## src/rtl/alu_op_sequencer.sv

```systemverilog
// alu_op_sequencer: issue/capture stage around a combinational ripple ALU.
// Accepts one (A, B, cmd) operation per input handshake, holds the ALU operands
// stable for SETTLE_CYCLES clocks, captures result and masked flags, and
// presents them on an output valid/ready handshake.
// Optional build macro: ALU_SEQ_STICKY_OVF_EN adds ovf_clear / ovf_sticky.
module alu_op_sequencer #(
    parameter int SETTLE_CYCLES = 4,   // 1..15
    parameter int WIDTH         = 32
) (
    input  logic             clk,
    input  logic             reset_n,
    input  logic             in_valid,
    output logic             in_ready,
    input  logic [WIDTH-1:0] in_a,
    input  logic [WIDTH-1:0] in_b,
    input  logic [2:0]       in_cmd,
    output logic [WIDTH-1:0] alu_a,
    output logic [WIDTH-1:0] alu_b,
    output logic [2:0]       alu_cmd,
    input  logic [WIDTH-1:0] alu_result,
    input  logic             alu_carryout,
    input  logic             alu_overflow,
    output logic             out_valid,
    input  logic             out_ready,
    output logic [WIDTH-1:0] out_result,
    output logic [2:0]       out_cmd,
    output logic             out_carryout,
    output logic             out_overflow,
    output logic             out_zero,
    output logic             busy
`ifdef ALU_SEQ_STICKY_OVF_EN
    ,
    input  logic             ovf_clear,
    output logic             ovf_sticky
`endif
);

    typedef enum logic [1:0] {
        ST_IDLE   = 2'd0,
        ST_SETTLE = 2'd1,
        ST_HOLD   = 2'd2
    } state_t;

    localparam logic [3:0] COUNT_LOAD = 4'(SETTLE_CYCLES - 1);
    localparam logic [2:0] CMD_ADD    = 3'd0;
    localparam logic [2:0] CMD_SUB    = 3'd1;

    state_t             r_state;
    state_t             w_state_next;
    logic [3:0]         r_count;
    logic [WIDTH-1:0]   r_alu_a;
    logic [WIDTH-1:0]   r_alu_b;
    logic [2:0]         r_alu_cmd;
    logic               r_out_valid;
    logic [WIDTH-1:0]   r_out_result;
    logic [2:0]         r_out_cmd;
    logic               r_out_carryout;
    logic               r_out_overflow;
    logic               r_out_zero;

    logic               w_in_ready;
    logic               w_accept;
    logic               w_capture;
    logic               w_release;
    logic               w_arith;
    logic               w_carry_masked;
    logic               w_ovf_masked;

    // Next-state and handshake decode
    always_comb begin
        w_state_next = r_state;
        w_in_ready   = 1'b0;
        w_capture    = 1'b0;
        w_release    = 1'b0;
        case (r_state)
            ST_IDLE: begin
                w_in_ready = 1'b1;
                if (in_valid) begin
                    w_state_next = ST_SETTLE;
                end
            end
            ST_SETTLE: begin
                if (r_count == 4'd0) begin
                    w_capture    = 1'b1;
                    w_state_next = ST_HOLD;
                end
            end
            ST_HOLD: begin
                w_in_ready = out_ready;
                if (out_ready) begin
                    w_release    = 1'b1;
                    w_state_next = in_valid ? ST_SETTLE : ST_IDLE;
                end
            end
            default: begin
                w_state_next = ST_IDLE;
            end
        endcase
    end

    assign w_accept = in_valid & w_in_ready;

    // Carry and overflow are only meaningful for the arithmetic commands
    assign w_arith        = (r_alu_cmd == CMD_ADD) || (r_alu_cmd == CMD_SUB);
    assign w_carry_masked = w_arith & alu_carryout;
    assign w_ovf_masked   = w_arith & alu_overflow;

    // State, operand issue, settle counter and result capture registers
    always_ff @(posedge clk) begin
        if (!reset_n) begin
            r_state        <= ST_IDLE;
            r_count        <= 4'd0;
            r_alu_a        <= '0;
            r_alu_b        <= '0;
            r_alu_cmd      <= 3'd0;
            r_out_valid    <= 1'b0;
            r_out_result   <= '0;
            r_out_cmd      <= 3'd0;
            r_out_carryout <= 1'b0;
            r_out_overflow <= 1'b0;
            r_out_zero     <= 1'b0;
        end else begin
            r_state <= w_state_next;

            if (w_accept) begin
                r_alu_a   <= in_a;
                r_alu_b   <= in_b;
                r_alu_cmd <= in_cmd;
                r_count   <= COUNT_LOAD;
            end else if ((r_state == ST_SETTLE) && (r_count != 4'd0)) begin
                r_count <= r_count - 4'd1;
            end

            if (w_capture) begin
                r_out_valid    <= 1'b1;
                r_out_result   <= alu_result;
                r_out_cmd      <= r_alu_cmd;
                r_out_carryout <= w_carry_masked;
                r_out_overflow <= w_ovf_masked;
                r_out_zero     <= (alu_result == '0);
            end else if (w_release) begin
                r_out_valid <= 1'b0;
            end
        end
    end

`ifdef ALU_SEQ_STICKY_OVF_EN
    logic r_ovf_sticky;

    // Sticky overflow: a capture with overflow takes priority over a clear
    always_ff @(posedge clk) begin
        if (!reset_n) begin
            r_ovf_sticky <= 1'b0;
        end else if (w_capture && w_ovf_masked) begin
            r_ovf_sticky <= 1'b1;
        end else if (ovf_clear) begin
            r_ovf_sticky <= 1'b0;
        end
    end

    assign ovf_sticky = r_ovf_sticky;
`endif

    assign in_ready     = w_in_ready;
    assign alu_a        = r_alu_a;
    assign alu_b        = r_alu_b;
    assign alu_cmd      = r_alu_cmd;
    assign out_valid    = r_out_valid;
    assign out_result   = r_out_result;
    assign out_cmd      = r_out_cmd;
    assign out_carryout = r_out_carryout;
    assign out_overflow = r_out_overflow;
    assign out_zero     = r_out_zero;
    assign busy         = (r_state != ST_IDLE);

endmodule
```

## config.mk

```make
export PLATFORM = sky130hd
export DESIGN_NAME = alu_op_sequencer
export DESIGN_NICKNAME = d
export VERILOG_FILES = /design/src/rtl/alu_op_sequencer.sv
export SDC_FILE = /design/constraint.sdc
export NUM_CORES = 1
export LEC_CHECK = 0
export BUFFER_PORTS_ARGS = -buffer_cell sky130_fd_sc_hd__buf_2
export CORE_ASPECT_RATIO = 0.5
export CORE_MARGIN = 2
export CORE_UTILIZATION = 49
export CTS_BUF_LIST = sky130_fd_sc_hd__clkbuf_4 sky130_fd_sc_hd__clkbuf_8
export CTS_CLUSTER_DIAMETER = 30
export DETAILED_ROUTE_END_ITERATION = 10
export HOLD_SLACK_MARGIN = 0.06
export MAX_ROUTING_LAYER = met4
export PLACE_DENSITY_LB_ADDON = 0.1
export SKIP_LAST_GASP = 1
export SLEW_MARGIN = 40
export SYNTH_ARGS = -nofsm -noshare
export SYNTH_HDL_FRONTEND = slang
export SYNTH_SLANG_ARGS = --single-unit
```

## constraint.sdc

```tcl
create_clock -name clk -period 2 [get_ports clk]
set_input_delay 0.3 -clock clk [delete_from_list [all_inputs] [get_ports clk]]
set_output_delay 0.3 -clock clk [all_outputs]
set_load 0.005 [all_outputs]
```

==> flow_summary.ini <==
[cts]
cts-root-buf = clkbuf_8
h-tree-depth = 3
hold_buffers = 0
clock_path_buffers = 2
cts-resized-gates = 0
clk_latency_ps = 370
numClockSinks = 112
cts_buffers = 9
path_clk_slew_ps = 110
post-cts-setup-buffers = 0
tritoncts = yes

[floorplan]
fp.dieW_microns = 145
die_height_microns = 74.7
fp.dieArea_sq_um = 10900
io_pins = 213
core_area_sq_um = 9570
start_util = 0.511
rows = 25

[logic_synthesis]
yosysWarnings = 0
netlist_area_sq_um = 4890
syn_avg_cell_area_sq_um = 8.77
synthCells = 558
ys_ff_latch = 112
ys_types = 34
ys_seq_area_frac = 0.458
syn_nets = 664

[drt]
drc = 0
wl_per_cell_microns = 17.4
drt_pre_antenna_iters = 4
vias = 5210
drt_iter0_markers = 313
ant_nets = 0
vias_per_cell = 6.04
wl_mm = 15.0

[pwr]
finalPower_uw = 4740
power_density_nw_per_um2 = 758
ir_worst_vdd_mv = 0.478
p_leak_uw = 0.00267

[sta]
setup_tns_ps = 0
rsz0062_at_grt = false
setup_viol = 0
period_minus_slack_ps = 1810
worstMarginPinSlew_ps = 712
max_freq_mhz = 552
finalHoldViolCount = 0
min_period_over_period = 0.905
finClkSkew_ps = 15.2
slew_viol_final = 0
setup_ws_ps = 190
slew-limit-headroom = 0.525

[global_route]
grt_pass1_vias = 4640
track_usage = 0.277
overflow = 0
antenna_found_initial = 0
grt_start_max_net_pins = 70
grt_pass1_wl_mm = 23.8

[cells_and_area]
utilization = 0.652
antenna_cells = 0
area_growth_pct = 27.6
final_cell_mix = 212 x buf_2, 111 x dfxtp_1, 106 x a21oi_1
fillCellCount = 846
drive_gt1_frac = 0.358
layout_commonest_cell = buf_2
design_area_sq_um = 6240
final_nets = 828

[placement]
io_buffers = 212
hpwl_mm = 9.62
finalWeightedCongestion = 0.808
place_ws_ps = 397
placed_cell_area_sq_um = 6040

[setup_path]
cp_cell_sequence = nor2b_4, buf_4, nor2_1, buf_2
reg2reg_depth = 5
criticalPathCategory = reg2out
cpPeakStageDelay_ps = 450
worstSetupPathDepth = 4
required_ps = 1700
crit_arrival_ps = 1510
critPathBufInv = 2
slowest_stage = dfxtp_1
end_kind = primary output
crit_family = flip-flops
critPathLaunchType = register
path_max_fanout = 8

[hold_path]
hold_path_depth = 3
hold_class = in2reg

[job]
maxCapViolCount = 0

[status]
status = finished clean
[final timing paths]
path                                start                          end  slack, ps
setup / recovery  r_state[1]$_SDFFE_PN0P_                     in_ready        190
hold / removal             alu_result[13]  out_result[13]$_SDFFE_PN0P_        180
setup reg to reg  r_count[0]$_SDFFE_PN0P_      r_count[3]$_SDFFE_PP0P_        380
hold reg to reg    out_valid$_SDFFE_PN0P_       out_valid$_SDFFE_PN0P_        470
[cell usage after synthesis]
cell / count / area [sq um]
dfxtp_1: 112 / 2240
a21oi_1: 106 / 531
o31ai_1: 68 / 510
o2111ai_1: 67 / 587
clkbuf_1: 52 / 195
nand3_1: 36 / 180
o21ai_0: 35 / 175
buf_2: 22 / 110
nor4_1: 6 / 37.5
nor2_1: 5 / 18.8
buf_1: 4 / 15.0
inv_1: 4 / 15.0
nand2_1: 4 / 15.0
nand4_1: 4 / 25.0
nor3_1: 4 / 20.0
nand3b_1: 3 / 22.5
o21a_1: 3 / 22.5
o21ai_1: 3 / 15.0
buf_4: 2 / 15.0
inv_2: 2 / 7.51
o31a_1: 2 / 17.5
or3_1: 2 / 12.5
a211oi_1: 1 / 7.51
a211oi_2: 1 / 12.5
and3b_1: 1 / 8.76
clkbuf_2: 1 / 5.00
ha_1: 1 / 12.5
nand2b_4: 1 / 13.8
nor2b_1: 1 / 6.26
nor3b_1: 1 / 7.51
nor4b_1: 1 / 8.76
o211ai_1: 1 / 7.51
or2_2: 1 / 6.26
or4_1: 1 / 7.51
[cell families after synthesis]
logic type	share of synthesized area
compound gates	0.385
fa+ha+maj	0.00256
buf+inv	0.0741
flops	0.458
simple gates	0.0798
[layout make-up]
class | count | area (sq um) | share of cell area
multi-input combinational | 359 | 2300 | 0.368
sequential | 112 | 2240 | 0.359
timing repair buffer | 234 | 1300 | 0.208
tap | 135 | 169 | 0.0270
clock buffer | 11 | 145 | 0.0232
clock inverter | 5 | 63.8 | 0.0102
inverter | 6 | 23.8 | 0.00381
[routing by layer]
| layer | global-route usage | wire (microns) | up-vias |
|---|---|---|---|
| met1 | 0.379 | 6860 | 2463 |
| met3 | 0.0812 | 1270 | 20 |
| met2 | 0.411 | 6680 | 217 |
| li1 | - | - | 2510 |
| met4 | 0.0588 | 208 | 0 |
| met5 | - | 0 | - |
[power by group]
part           switching [uW]  leakage (uW)  internal, uW
Sequential               77.7      0.000917          2370
Clock                     771      0.000104           638
Combinational             513       0.00165           366
Total                    1360       0.00267          3370
[tightest hold or removal path: cells and delay by family]
family	cells	cell delay [ps]
buf+inv	1	100
simple gates	1	50
compound gates	1	50
[through the flow]
| step | hold WS (ps) | cells |
|---|---|---|
| floorplan | 418 | 558 |
| CTS | 161 | 862 |
| global route | 165 | 862 |
| finish | 176 | 862 |
| global placement | 442 | 846 |
| detailed placement | 457 | 846 |
[flip-flops by register name, summed over array words and instances (netlist names)]
register      cells
r_state           2
out_cmd           3
r_count           4
out_result       32
alu_b            32
out_overflow      1
out_valid         1
alu_a            32
alu_cmd           3
out_carryout      1
out_zero          1
(Power assumes the default switching activity.)
